## config.mk

```make
export PLATFORM = sky130hd
export DESIGN_NAME = pwm_duty_decoder_flat
export DESIGN_NICKNAME = d
export VERILOG_FILES = /design/src/rtl/pwm_duty_decoder_if.sv /design/src/rtl/pwm_duty_decoder.sv /design/src/flat_wrapper.sv
export SDC_FILE = /design/constraint.sdc
export NUM_CORES = 1
export LEC_CHECK = 0
export CELL_PAD_IN_SITES_DETAIL_PLACEMENT = 0
export CELL_PAD_IN_SITES_GLOBAL_PLACEMENT = 2
export CORE_MARGIN = 1
export CORE_UTILIZATION = 39
export CTS_BUF_LIST = sky130_fd_sc_hd__clkbuf_16
export CTS_CLUSTER_SIZE = 20
export DETAILED_ROUTE_END_ITERATION = 10
export GPL_TIMING_DRIVEN = 0
export PLACE_DENSITY = 0.85
export RECOVER_POWER = 100
export SLEW_MARGIN = 10
export SYNTH_ARGS = -nofsm -noshare
export SYNTH_HDL_FRONTEND = slang
export SYNTH_SLANG_ARGS = --single-unit
```

## constraint.sdc

```tcl
create_clock -name clk -period 3.6 [get_ports clk]
set_input_delay 0.54 -clock clk [delete_from_list [all_inputs] [get_ports clk]]
set_output_delay 0.54 -clock clk [all_outputs]
set_load 0.02 [all_outputs]
```

## src/rtl/pwm_duty_decoder_if.sv

```systemverilog
// PWM duty decoder signal bundle: the sampled PWM input plus the
// measurement results. The slave modport is the decoder's view, the
// master modport is the view of whoever drives pwm_in and consumes results.
interface pwm_duty_decoder_if #(
  parameter int CNT_W  = 16,
  parameter int DUTY_W = 4
);
  logic              pwm_in;
  logic [DUTY_W-1:0] duty;
  logic [CNT_W-1:0]  high_cnt;
  logic [CNT_W-1:0]  period_cnt;
  logic              valid;
  logic              timeout;
  logic              overrun;

  modport master (
    output pwm_in,
    input  duty, high_cnt, period_cnt, valid, timeout, overrun
  );

  modport slave (
    input  pwm_in,
    output duty, high_cnt, period_cnt, valid, timeout, overrun
  );
endinterface

```

## src/rtl/pwm_duty_decoder.sv

```systemverilog
// PWM duty decoder: measures high time and period (rising edge to rising
// edge) of an asynchronous PWM input and recovers
// duty = floor(high * 2^DUTY_W / period) with a restoring divider.
// Stuck inputs are reported through an edge-idle timeout.
// Optional: define PWM_DEC_GLITCH_FILTER_EN to debounce the synchronized
// input (a level must hold 3 cycles before it is accepted).
module pwm_duty_decoder #(
  parameter int CNT_W   = 16,
  parameter int DUTY_W  = 4,
  parameter int TIMEOUT = 1024
) (
  input logic               clk,
  input logic               rst,
  pwm_duty_decoder_if.slave bus
);

  typedef enum logic [1:0] {IDLE, HIGH, LOW} state_t;

  localparam logic [CNT_W-1:0] CNT_MAX = '1;
  localparam logic [CNT_W-1:0] TO_LIM  = CNT_W'(TIMEOUT);
  localparam int               STEP_W  = (DUTY_W > 1) ? $clog2(DUTY_W) : 1;

  function automatic logic [CNT_W-1:0] sat_inc(input logic [CNT_W-1:0] v);
    return (v == CNT_MAX) ? v : v + CNT_W'(1);
  endfunction

  function automatic logic [DUTY_W-1:0] sat_quo(input logic sat, input logic [DUTY_W-1:0] q);
    return sat ? {DUTY_W{1'b1}} : q;
  endfunction

  // ---------------------------------------------------------------- input path
  logic s1, s2;
  logic lvl, rise, fall;

  // Two-flop synchronizer for the asynchronous PWM input.
  always_ff @(posedge clk or posedge rst) begin
    if (rst) begin
      s1 <= 1'b0;
      s2 <= 1'b0;
    end else begin
      s1 <= bus.pwm_in;
      s2 <= s1;
    end
  end

`ifdef PWM_DEC_GLITCH_FILTER_EN
  logic       f;
  logic [1:0] run_cnt;
  logic       filt_chg;

  // Accept a new level on the third consecutive cycle s2 disagrees with f.
  assign filt_chg = (s2 != f) && (run_cnt == 2'd2);

  // Filtered level and run length of the disagreeing s2 value.
  always_ff @(posedge clk or posedge rst) begin
    if (rst) begin
      f       <= 1'b0;
      run_cnt <= 2'd0;
    end else if (s2 == f) begin
      run_cnt <= 2'd0;
    end else if (filt_chg) begin
      f       <= s2;
      run_cnt <= 2'd0;
    end else begin
      run_cnt <= run_cnt + 2'd1;
    end
  end

  assign lvl  = filt_chg ? s2 : f;
  assign rise = filt_chg & s2;
  assign fall = filt_chg & ~s2;
`else
  logic s3;

  // History flop for edge detection.
  always_ff @(posedge clk or posedge rst) begin
    if (rst) s3 <= 1'b0;
    else     s3 <= s2;
  end

  assign lvl  = s2;
  assign rise = s2 & ~s3;
  assign fall = ~s2 & s3;
`endif

  // ---------------------------------------------------------------- timeout
  logic [CNT_W-1:0] idle_cnt;
  logic             timeout_q;
  logic             to_evt;

  // Fires once on the TIMEOUT-th consecutive cycle without an edge.
  assign to_evt = ~(rise | fall) & ~timeout_q & (idle_cnt == TO_LIM - CNT_W'(1));

  // Cycles since the last edge, held once the limit is reached.
  always_ff @(posedge clk or posedge rst) begin
    if (rst)                   idle_cnt <= '0;
    else if (rise | fall)      idle_cnt <= '0;
    else if (idle_cnt != TO_LIM) idle_cnt <= idle_cnt + CNT_W'(1);
  end

  // ---------------------------------------------------------------- measurement FSM
  state_t           state, state_nx;
  logic [CNT_W-1:0] hc, hc_nx, pc, pc_nx;
  logic             period_done;

  // State and counter registers.
  always_ff @(posedge clk or posedge rst) begin
    if (rst) begin
      state <= IDLE;
      hc    <= '0;
      pc    <= '0;
    end else begin
      state <= state_nx;
      hc    <= hc_nx;
      pc    <= pc_nx;
    end
  end

  // Next state and counter updates; a timeout overrides everything.
  always_comb begin
    state_nx    = state;
    hc_nx       = hc;
    pc_nx       = pc;
    period_done = 1'b0;
    case (state)
      IDLE: begin
        if (rise) begin
          state_nx = HIGH;
          hc_nx    = CNT_W'(1);
          pc_nx    = CNT_W'(1);
        end
      end
      HIGH: begin
        if (fall) begin
          state_nx = LOW;
          pc_nx    = sat_inc(pc);
        end else begin
          hc_nx = sat_inc(hc);
          pc_nx = sat_inc(pc);
        end
      end
      LOW: begin
        if (rise) begin
          period_done = 1'b1;
          state_nx    = HIGH;
          hc_nx       = CNT_W'(1);
          pc_nx       = CNT_W'(1);
        end else begin
          pc_nx = sat_inc(pc);
        end
      end
      default: state_nx = IDLE;
    endcase
    if (to_evt) begin
      state_nx = IDLE;
      hc_nx    = '0;
      pc_nx    = '0;
    end
  end

  // ---------------------------------------------------------------- divider
  // Dividend is hc followed by DUTY_W zero bits. The remainder starts at hc
  // (the top CNT_W dividend bits) and each step shifts in one zero bit.
  // hc >= pc means the quotient cannot fit in DUTY_W bits.
  logic              div_busy;
  logic [STEP_W-1:0] div_step;
  logic [CNT_W:0]    div_rem, rem_sh, rem_nx;
  logic [CNT_W-1:0]  div_dvs, div_hc;
  logic [DUTY_W-1:0] div_quo, quo_nx;
  logic              div_sat, rem_ge;
  logic              div_start, div_done, ovr_evt;

  assign div_start = period_done & ~div_busy;
  assign ovr_evt   = period_done & div_busy;
  assign div_done  = div_busy && (div_step == STEP_W'(DUTY_W - 1));

  assign rem_sh = {div_rem[CNT_W-1:0], 1'b0};
  assign rem_ge = rem_sh >= {1'b0, div_dvs};
  assign rem_nx = rem_ge ? rem_sh - {1'b0, div_dvs} : rem_sh;
  assign quo_nx = (div_quo << 1) | DUTY_W'(rem_ge);

  // Divider control; a timeout aborts an in-flight division.
  always_ff @(posedge clk or posedge rst) begin
    if (rst) begin
      div_busy <= 1'b0;
      div_step <= '0;
    end else if (to_evt) begin
      div_busy <= 1'b0;
    end else if (div_start) begin
      div_busy <= 1'b1;
      div_step <= '0;
    end else if (div_done) begin
      div_busy <= 1'b0;
    end else if (div_busy) begin
      div_step <= div_step + STEP_W'(1);
    end
  end

  // Divider operands and one restoring step per cycle.
  always_ff @(posedge clk) begin
    if (div_start) begin
      div_rem <= {1'b0, hc};
      div_dvs <= pc;
      div_hc  <= hc;
      div_quo <= '0;
      div_sat <= (hc >= pc);
    end else if (div_busy) begin
      div_rem <= rem_nx;
      div_quo <= quo_nx;
    end
  end

  // ---------------------------------------------------------------- results
  logic [DUTY_W-1:0] duty_q;
  logic [CNT_W-1:0]  high_q, period_q;
  logic              valid_q, overrun_q;

  // Result registers; a timeout takes priority over a divider completion.
  always_ff @(posedge clk or posedge rst) begin
    if (rst) begin
      duty_q    <= '0;
      high_q    <= '0;
      period_q  <= '0;
      valid_q   <= 1'b0;
      timeout_q <= 1'b0;
      overrun_q <= 1'b0;
    end else begin
      valid_q <= 1'b0;
      if (ovr_evt) overrun_q <= 1'b1;
      if (to_evt) begin
        valid_q   <= 1'b1;
        timeout_q <= 1'b1;
        duty_q    <= {DUTY_W{lvl}};
        high_q    <= lvl ? TO_LIM : '0;
        period_q  <= '0;
      end else begin
        if (rise) timeout_q <= 1'b0;
        if (div_done) begin
          valid_q  <= 1'b1;
          duty_q   <= sat_quo(div_sat, quo_nx);
          high_q   <= div_hc;
          period_q <= div_dvs;
        end
      end
    end
  end

  assign bus.duty       = duty_q;
  assign bus.high_cnt   = high_q;
  assign bus.period_cnt = period_q;
  assign bus.valid      = valid_q;
  assign bus.timeout    = timeout_q;
  assign bus.overrun    = overrun_q;

endmodule

```

## src/flat_wrapper.sv

```systemverilog
// flat-port wrapper written by rule: the top's interface ports become plain ports
module pwm_duty_decoder_flat 
#(
  parameter int CNT_W   = 16,
  parameter int DUTY_W  = 4,
  parameter int TIMEOUT = 1024
)
  (clk, rst, bus_pwm_in, bus_duty, bus_high_cnt, bus_period_cnt, bus_valid, bus_timeout, bus_overrun);
  pwm_duty_decoder_if #(.CNT_W(CNT_W), .DUTY_W(DUTY_W)) bus_i ();
  input logic clk;
  input logic rst;
  input wire logic [$bits(bus_i.pwm_in)-1:0] bus_pwm_in;
  output wire logic [$bits(bus_i.duty)-1:0] bus_duty;
  output wire logic [$bits(bus_i.high_cnt)-1:0] bus_high_cnt;
  output wire logic [$bits(bus_i.period_cnt)-1:0] bus_period_cnt;
  output wire logic [$bits(bus_i.valid)-1:0] bus_valid;
  output wire logic [$bits(bus_i.timeout)-1:0] bus_timeout;
  output wire logic [$bits(bus_i.overrun)-1:0] bus_overrun;
  assign bus_i.pwm_in = bus_pwm_in;
  assign bus_duty = bus_i.duty;
  assign bus_high_cnt = bus_i.high_cnt;
  assign bus_period_cnt = bus_i.period_cnt;
  assign bus_valid = bus_i.valid;
  assign bus_timeout = bus_i.timeout;
  assign bus_overrun = bus_i.overrun;
  pwm_duty_decoder #(.CNT_W(CNT_W), .DUTY_W(DUTY_W), .TIMEOUT(TIMEOUT)) u_core (.clk(clk), .rst(rst), .bus(bus_i));
endmodule
```

==> results of run 1 <==
layout make-up:
class	count	area (um2)
Fill cell	1853	10300
Sequential cell	147	3910
Multi-Input combinational cell	592	3590
Timing Repair Buffer	43	458
Clock buffer	18	450
Tap cell	265	332
Clock inverter	14	234
Inverter	53	200
Buffer	33	136
state kept, by name, indices dropped and copies added (netlist names):
signal                 cells
u_core.bus.high_cnt       16
u_core.bus.period_cnt     16
u_core.div_dvs            16
u_core.div_hc             16
u_core.div_rem            16
u_core.hc                 16
u_core.idle_cnt           16
u_core.pc                 16
u_core.bus.duty            4
u_core.div_quo             3
u_core.div_step            2
u_core.state               2
u_core.bus.overrun         1
u_core.bus.timeout         1
u_core.bus.valid           1
u_core.div_busy            1
u_core.div_sat             1
u_core.lvl                 1
u_core.s1                  1
u_core.s3                  1
cell families (layout without fill, tap and decap cells):
logic type	count (synthesis)	count (layout)	synth area share, %
AOI/OAI and AO/OA	180	180	14.6
adders and majority gates	44	44	7.12
and+or+nand+nor	333	333	20.2
DFF	147	147	49.8
xor gates and xnor gates	31	31	3.46
buffers and inverters	86	161	4.31
muxes	4	4	0.511
cells in the mapped netlist (3+ instances only):
| cell | n |
|---|---|
| nand2b_1 | 7 |
| xor2_1 | 8 |
| buf_2 | 8 |
| a221o_1 | 3 |
| xnor2_1 | 23 |
| nor2_1 | 61 |
| mux2i_1 | 4 |
| ha_1 | 43 |
| o211ai_1 | 4 |
| inv_1 | 53 |
| nand4_1 | 15 |
| or2_2 | 3 |
| or3_1 | 6 |
| nor2b_1 | 3 |
| nand2_1 | 130 |
| dfxtp_1 | 3 |
| nand3b_1 | 3 |
| edfxtp_1 | 49 |
| o21ai_0 | 41 |
| a31oi_1 | 12 |
| a2111oi_0 | 5 |
| a21o_1 | 10 |
| dfrtp_1 | 95 |
| a21oi_1 | 59 |
| nand3_1 | 30 |
| clkbuf_1 | 23 |
| a21boi_0 | 3 |
| o31ai_1 | 8 |
| and2_1 | 18 |
| and4_1 | 4 |
| a211oi_1 | 4 |
| and3_1 | 14 |
| o21a_1 | 5 |
| nand4b_1 | 3 |
| nor3_1 | 25 |
| nor4_1 | 3 |
per-layer routing:
metal | global-route usage (%) | vias up | share of wire (%)
met2 | 34.4 | 136 | 48
met3 | 3.80 | 25 | 4.3
met4 | 6.72 | 0 | 1.8
met5 | 0 | - | 0
li1 | - | 3037 | -
met1 | 28.5 | 3088 | 46
metrics by stage:
step / util (%) / TNS [ps] / instances
floorplan: - / 0 / 825
global placement: 43.8 / -93720 / 1131
detailed placement: 44.1 / 0 / 1133
CTS: 47.6 / 0 / 1165
global route: 47.5 / 0 / 1165
finish: 47.5 / 0 / 1165
power breakdown:
| part | internal (uW) | switching, uW |
|---|---|---|
| Clock | 1340 | 713 |
| Combinational | 1180 | 1840 |
| Sequential | 2240 | 298 |
| Total | 4760 | 2850 |
worst max-delay path by stage:
stage                                     start                                    to  slack [ps]
floorplan                                   rst        u_core.bus.duty[0]$_DFFE_PP0P_         580
global placement                            rst  u_core.bus.period_cnt[5]$_DFFE_PP0P_       -1000
detailed placement  u_core.div_dvs[6]$_DFFE_PP_        u_core.bus.duty[0]$_DFFE_PP0P_         780
CTS                 u_core.div_dvs[6]$_DFFE_PP_        u_core.bus.duty[0]$_DFFE_PP0P_         760
global route           u_core.hc[0]$_DFFE_PP0P_             u_core.hc[10]$_DFFE_PP0P_         340
finish              u_core.div_dvs[1]$_DFFE_PP_        u_core.bus.duty[0]$_DFFE_PP0P_         450
worst register-to-register path, cell delays in order (launching register included):
cell and delay, ps:
edfxtp_1 420, inv_1 60, ha_1 310, nor2b_1 160, o31a_1 300, o31ai_1 570
a31o_4 290, o21ai_0 240, buf_4 290, nor3_1 250, o31ai_1 120
cell usage in the layout (no fill, tap or decap), types with 5 or more instances in the layout:
| master | instances |
|---|---|
| a2111oi_0 | 5 |
| edfxtp_1 | 49 |
| and3_1 | 14 |
| a21o_1 | 10 |
| xor2_1 | 8 |
| dfrtp_1 | 95 |
| nor3_1 | 25 |
| nand2b_1 | 7 |
| nand3_1 | 30 |
| nand4_1 | 15 |
| xnor2_1 | 23 |
| nor2_1 | 62 |
| clkbuf_16 | 18 |
| inv_1 | 54 |
| o31ai_1 | 9 |
| and2_0 | 12 |
| o21ai_0 | 42 |
| nand2_1 | 130 |
| a31oi_1 | 12 |
| a21oi_1 | 59 |
| ha_1 | 43 |
| and2_1 | 6 |
| dlygate4sd3_1 | 41 |
| clkbuf_1 | 25 |
| bufinv_16 | 6 |
| buf_2 | 6 |
| o21a_1 | 5 |
| or3_1 | 6 |
==> summary.md, run 1 <==
| Metric | Value |
|---|---|
| Final WS setup | 447 ps |
| Cell repeated most along the worst path | o31ai_1 |
| Number of CTS-inserted buffers | 17 |
| Min Tclk post-route | 3150 ps |
| Die ar. | 0.0207 mm2 |
| Total wire length | 20.4 mm |
| Syn-to-layout area delta | 18.7% |
| Status | finished with violations |
| Post-synth EDFFs | roughly 50 |
| Post-DP Area | about 0.0086 mm2 |
| Critical path class | reg2reg |
| Worst hold start | u_core.s1$_DFF_PP0_ |
| CP startpoint kind | register |
| Final setup fails | 0 |
| Max stage delay on crit path | ~570 ps |
| Critical Path RT | 3880 ps |
| Post-CTS Resized | 0 |
| Pin count of the biggest net entering global routing | 55 |
| Pre-CTS setup slack | ~800 ps |
| Core area | 0.0196 mm2 |
| R2R Path End | u_core.bus.duty[0]$_DFFE_PP0P_ |
| Sinks on Clock Net | 147 |
| DR DRC count | 0 |
| Least-Margin Pin Slew | 2080 ps |
| RR Startpoint | u_core.div_dvs[1]$_DFFE_PP_ |
| Hold depth | 0 |
| Die Ht | 144 um |
| HPWL Detailed | 15.2 mm |
| RSZ-0062 raised after global routing | false |
| Worst path arrival time | 3430 ps |
| Initial drt markers | between 400 and 500 |
| Slowest cell on crit path | o31ai_1 |
| Cell area after layout | 0.00931 mm2 |
| Net Count, Synth | 872 |
| Crit path buf inv count | 2 |
| Vias post-DR | 6,286 |
| Initial antenna violation count | 0 |
| PD cells | 817 mW/mm2 |
| Gr usage total | between 20% and 30% |
| Post-synthesis cell area | 0.00784 mm2 |
| WL per Instance | 17.5 um |
| Synth Instances | just over 800 |
| Min-delay worst type | reg2reg |
| Initial Util | between 40% and 50% |
| Top delay family on crit path | compound AO/OA/AOI/OAI gates |
| Clock transition at path regs | 60 ps |
| Post-synth cell types | 65 |
| Global-route wire length before repair | 32.8 mm |
| GRT overflow | 0 |
| Leak Pwr | 0.00405 uW |
| H-tree depth | 4 |
| Fin. max-slew vios | 42 |
| Vias in the first global route | ~6,100 |
| GPL Wtd Cong | 0.825 |
| TritonCTS clock tree | done |
| Remaining antenna violation count | 0 |
| Clk Latency, worst-skew pair | 420 ps |
| Worst r2r path cells | 10 |
| Synth Register Bits | 147 |
| Max capacitance violation total | 1 |
| Via density | 5.40 |
| Die Width | 144 um |
| Setup bufs post-CTS | 0 |
| Skew final | 8.96 ps |
| CTS Root Cell | clkbuf_16 |
| Synth Area per Inst | between 9 and 10 um2 |
| Post-synthesis sequential area ratio | 49.8% |
| DR pass1 iterations | 5 |
| F_max | 317 MHz |
| Crit-path cells | inv_1 -> ha_1 -> nor2b_1 -> o31a_1 -> o31ai_1 -> a31o_4 -> o21ai_0 -> buf_4 -> nor3_1 -> o31ai_1 |
| # nets final | 934 |
| Post-CTS Hold Fix Bufs | 0 |
| Largest area contributor in the netlist | dfrtp_1 |
| Failing checks | capacitance limit, slew limit |
| Final period utilization | 87.6% |
| Inserted Diodes | 0 |
| FF-to-FF setup slack | 450 ps |
| Crit-path max FO | 10 |
| Fraction of synthesis flops using an asynchronous set or reset pin | around 65% |
| Port Buf Inserts | 41 |
| I/O pins | between 40 and 50 |
| Final Hold Viols | 0 |
| Prevailing post-synth register cell | dfrtp_1 |
| Crit end category | register |
| Crit. path cell count | 10 |
| Top cell type's share of synthesized area | between 30% and 40% |
| Worst rel slew slack | -39.4% |
| Max IR drop VDD | around 0.34 mV |
| Share of cells above drive strength 1 | under 10% |
| Synth warn | 0 |
| Max Buffers Root-to-Sink | 2 |
| Top cells by area, synth | dfrtp_1, edfxtp_1, ha_1 |
| Row count | 51 |
| Tot Pwr | roughly 7600 uW |
| Hold path endpoint | u_core.lvl$_DFF_PP0_ |
| WHS | about 360 ps |
No activity file was read; power rests on OpenSTA's default activity.
==> run 2, diff against run 1 <==
--- a/config.mk
+++ b/config.mk
@@ -13,7 +13,7 @@
 export CTS_CLUSTER_SIZE = 20
 export DETAILED_ROUTE_END_ITERATION = 10
 export GPL_TIMING_DRIVEN = 0
-export PLACE_DENSITY = 0.85
+export PLACE_DENSITY = 0.91
 export RECOVER_POWER = 100
 export SLEW_MARGIN = 10
 export SYNTH_ARGS = -nofsm -noshare
==> run 2 against run 1 <==
  * The flow still finishes with violations (capacitance limit, slew limit)
  * Fmax grew 1.9%
  * Via count shrank 1.5%
  * Hold slack lost 6.3 ps
==> summary.md, run 2 (same netlist as run 1, synthesis figures left out) <==
| Metric | Value |
|---|---|
| Pin count of the biggest net entering global routing | 58 (was 55) |
| GRT overflow | 0 (unchanged) |
| Worst path arrival time | 3360 ps (was 3430 ps) |
| Final setup fails | 0 (unchanged) |
| Worst rel slew slack | -24.1% (was -39.4%) |
| Max IR drop VDD | 0.329 mV (was 0.341 mV) |
| NetSw | 2830 uW (was 2850 uW) |
| CP startpoint kind | register (unchanged) |
| F_max | 323 MHz (was 317 MHz) |
| Comb pwr share | 40.8% (was 39.7%) |
| Via density | 5.32 (was 5.40) |
| Internal | 4570 uW (was 4760 uW) |
| Share of cells above drive strength 1 | 5.67% (was 5.89%) |
| Clk Latency, worst-skew pair | 420 ps (about the same) |
| Max Buffers Root-to-Sink | 2 (unchanged) |
| Post-CTS Hold Fix Bufs | 0 (unchanged) |
| Hold path endpoint | u_core.lvl$_DFF_PP0_ (unchanged) |
| Dpl cells | 1,133 (unchanged) |
| Setup TNS | 0 ps (unchanged) |
| Crit end category | register (unchanged) |
| Clock transition at path regs | 60 ps (about the same) |
| FF-to-FF setup slack | 510 ps (was 450 ps) |
| I/O pins | 42 (unchanged) |
| Sw Share | 38.3% (was 37.5%) |
| Port Buf Inserts | 41 (unchanged) |
| GPL Wtd Cong | 0.830 (was 0.825) |
| Least-Margin Pin Slew | 1850 ps (was 2080 ps) |
| Inserted Diodes | 0 (unchanged) |
| H-tree depth | 4 (unchanged) |
| Worst r2r path cells | 10 (unchanged) |
| Leak Pwr | 0.00401 uW (was 0.00405 uW) |
| PD cells | 801 mW/mm2 (was 817 mW/mm2) |
| Vias in the first global route | 5,849 (was 6,147) |
| Critical Path RT | 3870 ps (was 3880 ps) |
| Critical path class | reg2reg (unchanged) |
| Worst hold start | u_core.s1$_DFF_PP0_ (unchanged) |
| Initial antenna violation count | 0 (unchanged) |
| Status | finished with violations (unchanged) |
| Die ar. | 0.0207 mm2 (unchanged) |
| Global-route wire length before repair | 32.0 mm (was 32.8 mm) |
| Skew final | 7.90 ps (was 8.96 ps) |
| Met2 usage | 32.4% (was 34.4%) |
| Met1 usage | 28.5% (about the same) |
| Vias post-DR | 6,192 (was 6,286) |
| Sinks on Clock Net | 147 (unchanged) |
| Core area | 0.0196 mm2 (unchanged) |
| Hold depth | 0 (unchanged) |
| Initial Util | 40.0% (unchanged) |
| Fin. max-slew vios | 39 (was 42) |
| Clock power share | 25.2% (was 27.0%) |
| Die Width | 144 um (unchanged) |
| WL per Instance | 17.0 um (was 17.5 um) |
| Setup bufs post-CTS | 0 (unchanged) |
| Most Crowded Layer GR | met2 (unchanged) |
| Final period utilization | 85.9% (was 87.6%) |
| DR DRC count | 0 (unchanged) |
| Crit-path max FO | 10 (unchanged) |
| R2R Path End | u_core.div_rem[13]$_DFFE_PP_ (was u_core.bus.duty[0]$_DFFE_PP0P_) |
| Most common cell after layout, fill and taps aside | nand2_1 (unchanged) |
| Number of CTS-inserted buffers | 17 (unchanged) |
| Final Hold Viols | 0 (unchanged) |
| Part of the power in registers | 34.0% (was 33.3%) |
| Post-CTS Resized | 0 (unchanged) |
| Min Tclk post-route | 3090 ps (was 3150 ps) |
| Min-delay worst type | reg2reg (unchanged) |
| Syn-to-layout area delta | 17.8% (was 18.7%) |
| Finished Layout Cells | 1,165 (unchanged) |
| GR Layer Usage met3 | 3.70% (was 3.80%) |
| CTS Root Cell | clkbuf_16 (unchanged) |
| DR pass1 iterations | 5 (unchanged) |
| Remaining antenna violation count | 0 (unchanged) |
| # nets final | 934 (unchanged) |
| Row count | 51 (unchanged) |
| Layout fillers | 1,889 (was 1,853) |
| TritonCTS clock tree | done (unchanged) |
| Initial drt markers | 408 (was 465) |
| Most frequent cells in the layout | nand2_1, dfrtp_1, nor2_1 (unchanged) |
| Max capacitance violation total | 1 (unchanged) |
| HPWL Detailed | 14.4 mm (was 15.2 mm) |
| Gr usage total | 20.5% (was 21.2%) |
| Die Ht | 144 um (unchanged) |
| Failing checks | capacitance limit, slew limit (unchanged) |
| RSZ-0062 raised after global routing | false (unchanged) |
| RR Startpoint | u_core.div_dvs[1]$_DFFE_PP_ (unchanged) |
| Total wire length | 19.8 mm (was 20.4 mm) |
-- run 2: changes by cell type in the layout (fill, tap and decap cells not counted), sizes merged --
| cell | before | now |
|---|---|---|
| bufinv | 6 | 4 |
| clkinvlp | 3 | 4 |
| clkbuf | 44 | 43 |
| inv | 55 | 54 |
| clkinv | 3 | 6 |
-- run 2: metal layers --
metal / vias up / part of all wire, %
met1: 2986 / 48
met5: - / 0
met2: 146 / 47
li1: 3041 / -
met4: 0 / 1.3
met3: 19 / 3.8
-- run 2: worst max-delay path by stage --
stage / from / to / slack [ps] / cells past startpoint
4_1_cts: u_core.lvl$_DFF_PP0_ / u_core.hc[13]$_DFFE_PP0P_ / 750 / 7
6_report: u_core.div_dvs[1]$_DFFE_PP_ / u_core.div_rem[13]$_DFFE_PP_ / 510 / 10
3_3_place_gp: rst / u_core.bus.period_cnt[4]$_DFFE_PP0P_ / -1080 / 2
2_1_floorplan: rst / u_core.bus.duty[0]$_DFFE_PP0P_ / 580 / 1
5_1_grt: u_core.div_dvs[1]$_DFFE_PP_ / u_core.div_rem[13]$_DFFE_PP_ / 350 / 10
3_5_place_dp: u_core.lvl$_DFF_PP0_ / u_core.hc[13]$_DFFE_PP0P_ / 760 / 7
-- run 2: metrics by stage --
step	setup slack, ps	total power, uW	hold WS (ps)	cell area (um2)	util, %
after CTS	747	7530	361	9250	47.2
after global routing	346	7880	357	9240	47.1
after detailed placement	765	5640	340	8630	44.1
after floorplan	583	4590	331	7840	-
final	506	7400	354	9240	47.1
after global placement	-1080	5620	333	8580	43.8
-- run 2: worst max-delay path: stages (launching register included) --
cell,delay [ps]
edfxtp_1,450
inv_1,70
ha_1,300
nor2b_1,150
o31a_1,290
o31ai_1,470
a31o_4,280
o21a_4,180
clkbuf_1,420
a2bb2oi_1,150
a21oi_1,170
-- run 2: layout make-up --
| cell class | count | area, um2 | share of cell area [%] |
|---|---|---|---|
| inverter | 53 | 200 | 2.17 |
| clock buffer | 17 | 425 | 4.61 |
| timing repair buffer | 43 | 458 | 4.96 |
| multi-input combinational | 592 | 3590 | 38.8 |
| buffer | 33 | 136 | 1.48 |
| clock inverter | 15 | 189 | 2.05 |
| sequential | 147 | 3910 | 42.3 |
| tap | 265 | 332 | 3.59 |
-- run 2: power groups by stage --
stage	Sequential, uW	Clock [uW]	Combinational (uW)
global route	2570	1950	3350
finish	2520	1860	3020
global placement	2550	0	3070
floorplan	2730	0	1860
detailed placement	2560	0	3080
CTS	2530	1900	3100
